`src/rtl/key_move_sequencer_pkg.sv`:
```
// Shared definitions for the keyboard move sequencer, the board datapath and
// the check logic: ASCII key codes, mark encodings and sequencer states.
// No ports; imported with `import key_move_sequencer_pkg::*;`.
package key_move_sequencer_pkg;

  // ASCII codes produced by the keyboard converter
  localparam logic [7:0] KEY_1     = 8'h31;
  localparam logic [7:0] KEY_2     = 8'h32;
  localparam logic [7:0] KEY_3     = 8'h33;
  localparam logic [7:0] KEY_4     = 8'h34;
  localparam logic [7:0] KEY_5     = 8'h35;
  localparam logic [7:0] KEY_6     = 8'h36;
  localparam logic [7:0] KEY_7     = 8'h37;
  localparam logic [7:0] KEY_8     = 8'h38;
  localparam logic [7:0] KEY_9     = 8'h39;
  localparam logic [7:0] KEY_X_L   = 8'h78;
  localparam logic [7:0] KEY_X_U   = 8'h58;
  localparam logic [7:0] KEY_O_L   = 8'h6F;
  localparam logic [7:0] KEY_O_U   = 8'h4F;
  localparam logic [7:0] KEY_ENTER = 8'h0D;
  localparam logic [7:0] KEY_ESC   = 8'h1B;

  // Mark encodings shared with the datapath and check stage
  localparam logic [1:0] MOVE_NONE = 2'b00;
  localparam logic [1:0] MOVE_X    = 2'b01;
  localparam logic [1:0] MOVE_O    = 2'b10;

  typedef enum logic [2:0] {
    S_IDLE,
    S_PRE_POS,
    S_GO_POS,
    S_MID,
    S_GO_MOVE,
    S_POST
  } seq_state_t;

endpackage

```
`src/rtl/key_move_sequencer_key_classifier.sv`:
```
// Purpose: decode one ASCII code into the key classes the sequencer acts on.
// Latency: purely combinational. Backpressure: none.
// Ports: ascii_in (code) -> is_digit/digit (1..9), is_x, is_o, is_enter, is_esc.
module key_classifier
  import key_move_sequencer_pkg::*;
(
  input  logic [7:0] ascii_in,
  output logic       is_digit,
  output logic [3:0] digit,
  output logic       is_x,
  output logic       is_o,
  output logic       is_enter,
  output logic       is_esc
);

  // '1'..'9' are contiguous, and the low nibble of each is the digit value
  assign is_digit = (ascii_in >= KEY_1) && (ascii_in <= KEY_9);
  assign digit    = is_digit ? ascii_in[3:0] : 4'd0;
  assign is_x     = (ascii_in == KEY_X_L) || (ascii_in == KEY_X_U);
  assign is_o     = (ascii_in == KEY_O_L) || (ascii_in == KEY_O_U);
  assign is_enter = (ascii_in == KEY_ENTER);
  assign is_esc   = (ascii_in == KEY_ESC);

endmodule

```
`src/rtl/key_move_sequencer.sv`:
```
// Purpose: latch a keyboard cell/mark selection, validate it on Enter and
//   replay it to the control FSM as two timed go pulses (position, then move).
// Latency: go first rises GAP_CYCLES+1 cycles after the Enter edge; a full
//   sequence takes 3*GAP_CYCLES + 2*GO_CYCLES cycles. Backpressure: none;
//   keystrokes arriving while busy are dropped, not queued.
// Ports: CLOCK_50, resetn (sync, active-low); ascii_in/key_valid keystroke;
//   occupied/game_over validation inputs; sel_pos/sel_move pending selection;
//   pos_out/move_out/go datapath handshake; busy; sticky err.
module key_move_sequencer
  import key_move_sequencer_pkg::*;
#(
  parameter int GAP_CYCLES = 4,
  parameter int GO_CYCLES  = 4,
  parameter int CNT_W      = 8
) (
  input  logic       CLOCK_50,
  input  logic       resetn,
  input  logic [7:0] ascii_in,
  input  logic       key_valid,
  input  logic [8:0] occupied,
  input  logic       game_over,
  output logic [3:0] sel_pos,
  output logic [1:0] sel_move,
  output logic [3:0] pos_out,
  output logic [1:0] move_out,
  output logic       go,
  output logic       busy,
  output logic       err
);

  localparam logic [CNT_W-1:0] GAP_LAST = CNT_W'(GAP_CYCLES - 1);
  localparam logic [CNT_W-1:0] GO_LAST  = CNT_W'(GO_CYCLES - 1);

  seq_state_t       state, state_next;
  logic [CNT_W-1:0] cnt, cnt_next;

  logic       k_digit, k_x, k_o, k_enter, k_esc;
  logic [3:0] k_digit_val;

  key_classifier u_classifier (
    .ascii_in (ascii_in),
    .is_digit (k_digit),
    .digit    (k_digit_val),
    .is_x     (k_x),
    .is_o     (k_o),
    .is_enter (k_enter),
    .is_esc   (k_esc)
  );

  // Keys are only honoured while idle
  logic key_take;
  assign key_take = (state == S_IDLE) && key_valid;

  // Occupancy of the selected cell; a zero selection never hits
  logic occ_hit;
  always_comb begin
    occ_hit = 1'b0;
    for (int i = 1; i <= 9; i++) begin
      if (sel_pos == 4'(i)) occ_hit = occupied[i-1];
    end
  end

  logic reject, commit_ok, seq_done;
  assign reject    = (sel_pos == 4'd0) || (sel_move == MOVE_NONE) || occ_hit || game_over;
  assign commit_ok = key_take && k_enter && !reject;

  always_comb begin
    state_next = state;
    cnt_next   = cnt + CNT_W'(1);
    seq_done   = 1'b0;
    unique case (state)
      S_IDLE: begin
        cnt_next = '0;
        if (commit_ok) state_next = S_PRE_POS;
      end
      S_PRE_POS: if (cnt == GAP_LAST) begin state_next = S_GO_POS;  cnt_next = '0; end
      S_GO_POS:  if (cnt == GO_LAST)  begin state_next = S_MID;     cnt_next = '0; end
      S_MID:     if (cnt == GAP_LAST) begin state_next = S_GO_MOVE; cnt_next = '0; end
      S_GO_MOVE: if (cnt == GO_LAST)  begin state_next = S_POST;    cnt_next = '0; end
      S_POST: begin
        if (cnt == GAP_LAST) begin
          state_next = S_IDLE;
          cnt_next   = '0;
          seq_done   = 1'b1;
        end
      end
      default: begin
        state_next = S_IDLE;
        cnt_next   = '0;
      end
    endcase
  end

  always_ff @(posedge CLOCK_50) begin
    if (!resetn) begin
      state    <= S_IDLE;
      cnt      <= '0;
      sel_pos  <= 4'd0;
      sel_move <= MOVE_NONE;
      pos_out  <= 4'd0;
      move_out <= MOVE_NONE;
      go       <= 1'b0;
      busy     <= 1'b0;
      err      <= 1'b0;
    end else begin
      state <= state_next;
      cnt   <= cnt_next;
      // go is re-timed from the state register, so it trails the GO_* states
      // by one cycle and the pulse is free of decode glitches
      go    <= (state == S_GO_POS) || (state == S_GO_MOVE);

      if (key_take) begin
        if (k_enter) begin
          // err is only touched by Enter when the commit is rejected
          if (reject) begin
            err <= 1'b1;
          end else begin
            pos_out  <= sel_pos;
            move_out <= sel_move;
            busy     <= 1'b1;
          end
        end else if (k_digit) begin
          sel_pos <= k_digit_val;
          err     <= 1'b0;
        end else if (k_x) begin
          sel_move <= MOVE_X;
          err      <= 1'b0;
        end else if (k_o) begin
          sel_move <= MOVE_O;
          err      <= 1'b0;
        end else if (k_esc) begin
          sel_pos  <= 4'd0;
          sel_move <= MOVE_NONE;
          err      <= 1'b0;
        end
      end

      if (seq_done) begin
        busy     <= 1'b0;
        sel_pos  <= 4'd0;
        sel_move <= MOVE_NONE;
      end
    end
  end

endmodule

```
`config.mk`:
```
export PLATFORM = sky130hd
export DESIGN_NAME = key_move_sequencer
export DESIGN_NICKNAME = d
export VERILOG_FILES = /design/src/rtl/key_move_sequencer_pkg.sv /design/src/rtl/key_move_sequencer_key_classifier.sv /design/src/rtl/key_move_sequencer.sv
export SDC_FILE = /design/constraint.sdc
export NUM_CORES = 1
export LEC_CHECK = 0
export CORE_AREA = 5 5 72 74
export CTS_CLUSTER_DIAMETER = 50
export DETAILED_ROUTE_END_ITERATION = 12
export DIE_AREA = 0 0 77 79
export PLACE_DENSITY_LB_ADDON = 0.15
export SLEW_MARGIN = 10
export SYNTH_ARGS = -nofsm -noshare
export SYNTH_HDL_FRONTEND = slang
export SYNTH_SLANG_ARGS = --single-unit
```
`constraint.sdc`:
```
create_clock -name CLOCK_50 -period 3.2 [get_ports CLOCK_50]
set_input_delay 0.64 -clock CLOCK_50 [delete_from_list [all_inputs] [get_ports CLOCK_50]]
set_output_delay 0.64 -clock CLOCK_50 [all_outputs]
set_load 0.02 [all_outputs]
```
==> flow_metrics.py <==
metrics = {
    "die": {
        "io_pins": 36,
        "initial_utilization_pct": 29.2,
        "fp.dieArea_um2": 6080,
        "die_y_um": 79,
        "core_area_um2": 4540,
        "die_w_um": 77,
        "rows": 25,
    },
    "yosys": {
        "synth_area_leader_cell": "dfxtp_1",
        "synth_top_area_share_pct": 39.3,
        "synth-seq-area-share_pct": 39.3,
        "synth-main-ff-cell": "dfxtp_1",
        "synth_commonest_cells": "dfxtp_1, nor2_1, a21oi_1",
        "synth.most_common_cell": "dfxtp_1",
        "syn_inst": 150,
        "synth_fp_nets": 172,
        "async_reset_ff_share_pct": 0,
        "ys_types": 44,
        "synth-edff-count": 0,
        "ys_ff_latch": 26,
        "synthesis.area_um2": 1330,
        "yosys_warnings": 0,
        "synthTopCellsByArea": "dfxtp_1, nor2_1, a21oi_1",
        "syn_avg_cell_area_um2": 8.83,
    },
    "clock_network": {
        "cts_buffer_depth": 2,
        "htree_num_levels": 1,
        "path_clk_slew_ps": 90,
        "numCtsBuffers": 3,
        "cts.repair.resized": 0,
        "cts_tree": "yes",
        "clock_sinks": 26,
        "cts_setup_buffers": 0,
        "cts_hold_buf": 0,
        "cts_root_buffer": "clkbuf_8",
        "clock_latency_ps": 270,
    },
    "finish": {
        "regArea_um2": 520,
        "drive_gt1_share_pct": 7.61,
        "nets": 207,
        "multi_input_area_um2": 763,
        "area_growth_pct": 33.4,
        "antenna_cells": 0,
        "instances_no_fill": 238,
        "fillers": 458,
    },
    "global_routing": {
        "grt_antenna_before_repair": 0,
        "grt.overflow.total": 0,
        "grt_usage_pct": 10.7,
        "grt_max_degree": 15,
        "grt_pass1_wl_um": 5420,
        "grt_pass1_vias": 1188,
    },
    "place": {
        "hpwlAfterDp_um": 2560,
        "place_inst": 234,
        "pre_cts_ws_ps": 473,
        "routabilityCongestion": 0.777,
        "io_buffers": 35,
    },
    "timing": {
        "hold_viol_final": 0,
        "setup_ws_ps": 765,
        "slew_headroom_pct": 58.7,
        "rsz0062_at_grt": "no",
        "skew_ps": 2.85,
        "setup_violations": 0,
        "hold_slack_ps": 449,
        "slew_viol_final": 0,
        "fin_crit_ps": 2440,
        "fmax_ghz": 0.411,
        "worst_pin_slew_ps": 615,
        "post-route-period-util_pct": 76.1,
        "fin_setup_tns_ps": 0,
    },
    "setup_path": {
        "critPathCaptureType": "flop",
        "cp.required_ps": 3360,
        "crit_fanout": 9,
        "path_class": "primary input to flop",
        "timing.reg2reg.setup_slack_ps": 1060,
        "start_kind": "primary input",
        "cp.arrival_ps": 2600,
        "ff2ff_path_depth": 6,
    },
    "power_and_ir_drop": {
        "p_leak_uw": 0.000565,
        "total_power_uw": 589,
        "vdd_ir_drop_max_mv": 0.146,
        "power_density_nw_per_um2": 333,
    },
    "drt": {
        "via_per_inst": 5.21,
        "drt-initial-drc-count": 65,
        "wl_um": 3210,
        "dr.pass1.iters": 4,
        "drc": 0,
        "vias": 1241,
        "post_drt_wl_per_cell_um": 13.5,
        "ant_nets": 0,
    },
    "min_path": {
        "worstHoldPathType": "flop to flop",
        "whs_path_depth": 2,
    },
    "outcome": {
        "status": "finished clean",
    },
    "job": {
        "cap_violations": 0,
    },
}
==> power breakdown <==
part	switching (uW)	internal (uW)	total [uW]
Clock	102	110	212
Sequential	1.25	324	325
Combinational	19.9	31.3	51.2
Total	124	465	589
==> per-stage QoR <==
| stage | area [um2] | util [%] |
|---|---|---|
| after floorplan | 1330 | - |
| after global placement | 1710 | 37.8 |
| after detailed placement | 1710 | 37.8 |
| after CTS | 1770 | 39.0 |
| after global routing | 1770 | 39.0 |
| final | 1770 | 39.0 |
==> per-layer routing <==
metal / global-route usage [%] / share of wire (%) / up-vias
met3: 1.93 / 4.1 / 2
met2: 18.1 / 50 / 30
li1: - / - / 623
met4: 5.50 / 1.2 / 0
met1: 13.1 / 44 / 586
met5: 0 / 0 / -
==> worst max-delay path: stages <==
cell             delay (ps)
clkdlybuf4s50_1         530
or4b_1                  560
nor3_4                  400
o311ai_4                210
o21ai_1                 170
a21oi_1                  80
==> kinds of logic (layout without fill, tap and decap cells) <==
family | after synthesis | in the layout | share of synthesized area (%)
flops | 26 | 26 | 39.3
simple gates | 67 | 67 | 29.7
buf+inv | 8 | 42 | 3.12
xor+xnor | 8 | 8 | 5.29
compound gates | 38 | 38 | 19.2
mux | 2 | 2 | 2.55
fa+ha+maj | 1 | 1 | 0.944
==> cells in the final DEF, fill, tap and decap left out, drive strengths merged <==
| cell type | netlist | routed |
|---|---|---|
| nor4 | 1 | 1 |
| nor2 | 22 | 22 |
| and3 | 3 | 3 |
| nand4b | 2 | 2 |
| clkdlybuf4s50 | 0 | 35 |
| a21oi | 14 | 14 |
| nand3 | 9 | 9 |
| a221oi | 1 | 1 |
| dfxtp | 26 | 26 |
| nand4bb | 1 | 1 |
| nor2b | 3 | 3 |
| o21a | 2 | 2 |
| nand2 | 4 | 4 |
| ha | 1 | 1 |
| nor4bb | 1 | 1 |
| o21bai | 2 | 2 |
| a22oi | 4 | 4 |
| o311ai | 3 | 3 |
| a31o | 1 | 1 |
| nor3b | 1 | 1 |
| o31a | 1 | 1 |
| xnor2 | 2 | 2 |
| or3 | 1 | 1 |
| o21ai | 10 | 10 |
| mux2 | 1 | 1 |
| nor3 | 5 | 5 |
| or4b | 4 | 4 |
| nand4 | 5 | 5 |
| nand2b | 2 | 2 |
| inv | 3 | 3 |
| or4 | 1 | 1 |
| nand3b | 1 | 1 |
| or3b | 1 | 1 |
| clkbuf | 1 | 4 |
| xor2 | 6 | 6 |
| mux4 | 1 | 1 |
==> sequential cells by signal (all words and copies together) (netlist names) <==
| signal | cells |
|---|---|
| busy | 1 |
| cnt | 8 |
| err | 1 |
| go | 1 |
| move_out | 2 |
| pos_out | 4 |
| sel_move | 2 |
| sel_pos | 4 |
| state | 3 |
==> layout make-up <==
type / instances / share of cell area (%)
Multi-Input combinational cell: 116 / 43.2
Clock buffer: 4 / 3.11
Tap cell: 54 / 3.82
Inverter: 3 / 0.637
Sequential cell: 26 / 29.4
Timing Repair Buffer: 35 / 19.8
==> path summary, 6_finish.rpt <==
| kind | end | startpoint |
|---|---|---|
| worst max-delay path | move_out[1] | ascii_in[3] |
| worst min-delay path | busy | busy |
| worst max register to register | sel_pos[2] | cnt[0] |
| worst min register to register | busy | busy |
No activity file was read; power rests on OpenSTA's default activity.
==> patch: new RTL, same flow settings <==
Encoding of `seq_state_t`: now one-hot (6 bits for 6 states).
--- a/src/rtl/key_move_sequencer_pkg.sv
+++ b/src/rtl/key_move_sequencer_pkg.sv
@@ -25,13 +25,13 @@
   localparam logic [1:0] MOVE_X    = 2'b01;
   localparam logic [1:0] MOVE_O    = 2'b10;
 
-  typedef enum logic [2:0] {
-    S_IDLE,
-    S_PRE_POS,
-    S_GO_POS,
-    S_MID,
-    S_GO_MOVE,
-    S_POST
+  typedef enum logic [5:0] {
+    S_IDLE    = 6'b000001,
+    S_PRE_POS = 6'b000010,
+    S_GO_POS  = 6'b000100,
+    S_MID     = 6'b001000,
+    S_GO_MOVE = 6'b010000,
+    S_POST    = 6'b100000
   } seq_state_t;
 
 endpackage
Check against the original RTL: same outputs for any inputs over 10 cycles, from zero or initial values and one cycle with resetn low; not proved beyond that.
==> patch against the unedited design <==
Global-route usage increased by 2.3 points; total power is 20% higher; first-iteration DRC count increased by 18%; wire length up 19%; sequential cell count rose by 3; sequential power rose by 11%; clock power rose by 38%; area after synthesis grew 18%; non-clock buffer count unchanged; design area up 14%; maximum frequency is 1.9% lower; setup slack worse by 0.046 ns; critical path depth rose by 1; largest power group unchanged; highest routed layer unchanged.
==> patch: results (changes against the unedited design) <==
- Status: complete, no violations
- Gate power share: 7.0% (-1.7 points)
- Reg power frac: 51.5% (-3.7 points)
- Pin count of the biggest net entering global routing: 19 (+4)
- VDD IR max: 0.000207 V (+42%)
- Area post-placement: 1940 µm² (+13%)
- Register area share after synthesis: 37.2% (-2.1 points)
- Cells after Synth: 176 (+17%)
- Post-DP HPWL: 2.90 mm (+13%)
- Worst relative slew slack: 57.9% (-0.71 points)
- Worst-path clk slew: 0.06 ns (-0.03 ns)
- Nets: 232 (+12%)
- R2R Setup Slk: 1.11 ns (+0.05 ns)
- Biggest cell delay along the critical path: 0.53 ns (-0.03 ns)
- Synth area leaders: dfxtp_1, mux2i_1, nor2_1
- Fraction of layout cells with a size suffix above 1: 7.58% (-0.026 points)
- Adder-Cell Fraction of Synth Area: 0.802% (-0.14 points)
- DRT iter0 DRCs: 77 (+18%)
- Crit-path slowest cell: clkdlybuf4s50_1
- Routed wire per std cell: 14.4 µm (+7.0%)
- GR Layer Usage met3: 4.88% (+2.9 points)
- Global Route met2 Usage: 21.5% (+3.4 points)
- CP Max Fanout: 10 (+1)
- DR top layer: met4
- GRT Overall Usage: 13.1% (+2.3 points)
- Mapped Nets: 198 (+15%)
- Post-synthesis mux area share: 9.86% (+7.3 points)
- Routed wl met2: 1.92 mm (+19%)
- Synth Area in Compound Gates: 12.6% (-6.6 points)
- Reg2Reg Launch Point: state[2]
- M1 wire length: 1.60 mm (+13%)
- Htree depth: 2 (+1)
- Critical Path Source: ascii_in[3]
- Placed cells: 257 (+9.8%)
- Min-delay worst type: reg -> reg
- Pwr/cell area: 349 nW/µm² (+4.7%)
- First-pass GRT wire length: 6.45 mm (+19%)
- Top cells by count, synth: dfxtp_1, nor2_1, nand2_1, mux2i_1, nor2b_1
- Synth unique cells: 49 (+11%)
- Vias per Instance: 5.25 (+0.59%)
- Internal Power: 542 µW (+17%)
- Routed wire length: 3.82 mm (+19%)
- Routability cong.: 0.835 (+7.5%)
- Vias in the first global route: 1396 (+18%)
- Signal arrival time at the worst endpoint: 2.66 ns (+0.06 ns)
- Num CTS Buffers: 5 (+2)
- Hold path depth: 2 (unchanged)
-- patch: per-stage QoR --
stage	util, %	hold WS, ns
after floorplan	-	0.430
after global placement	42.7	0.445
after detailed placement	42.7	0.462
after CTS	44.5	0.475
after global routing	44.5	0.493
final	44.5	0.469
-- patch: layout make-up --
cell class	count	area [µm²]
clock buffers	6	72.6
clock inverters	2	10.0
fillers	458	2520
inverters	5	18.8
multi-input cells	134	920
flip-flops and latches	29	581
well taps	54	67.6
repair buffers	35	350
-- patch: worst reg2reg max path, delay by kind of cell (launching register included) --
family / cells / cell delay [ns]
AO/OA/AOI/OAI: 2 / 0.58
flip-flops: 1 / 0.44
AND/OR/NAND/NOR: 4 / 0.93
-- patch: worst max path at each step --
stage                             end  slack (ns)
after floorplan            pos_out[2]        1.14
after global placement    move_out[0]        0.54
after detailed placement   pos_out[2]        0.42
after CTS                  pos_out[2]        0.74
after global routing       pos_out[1]        0.50
final                      pos_out[3]        0.72
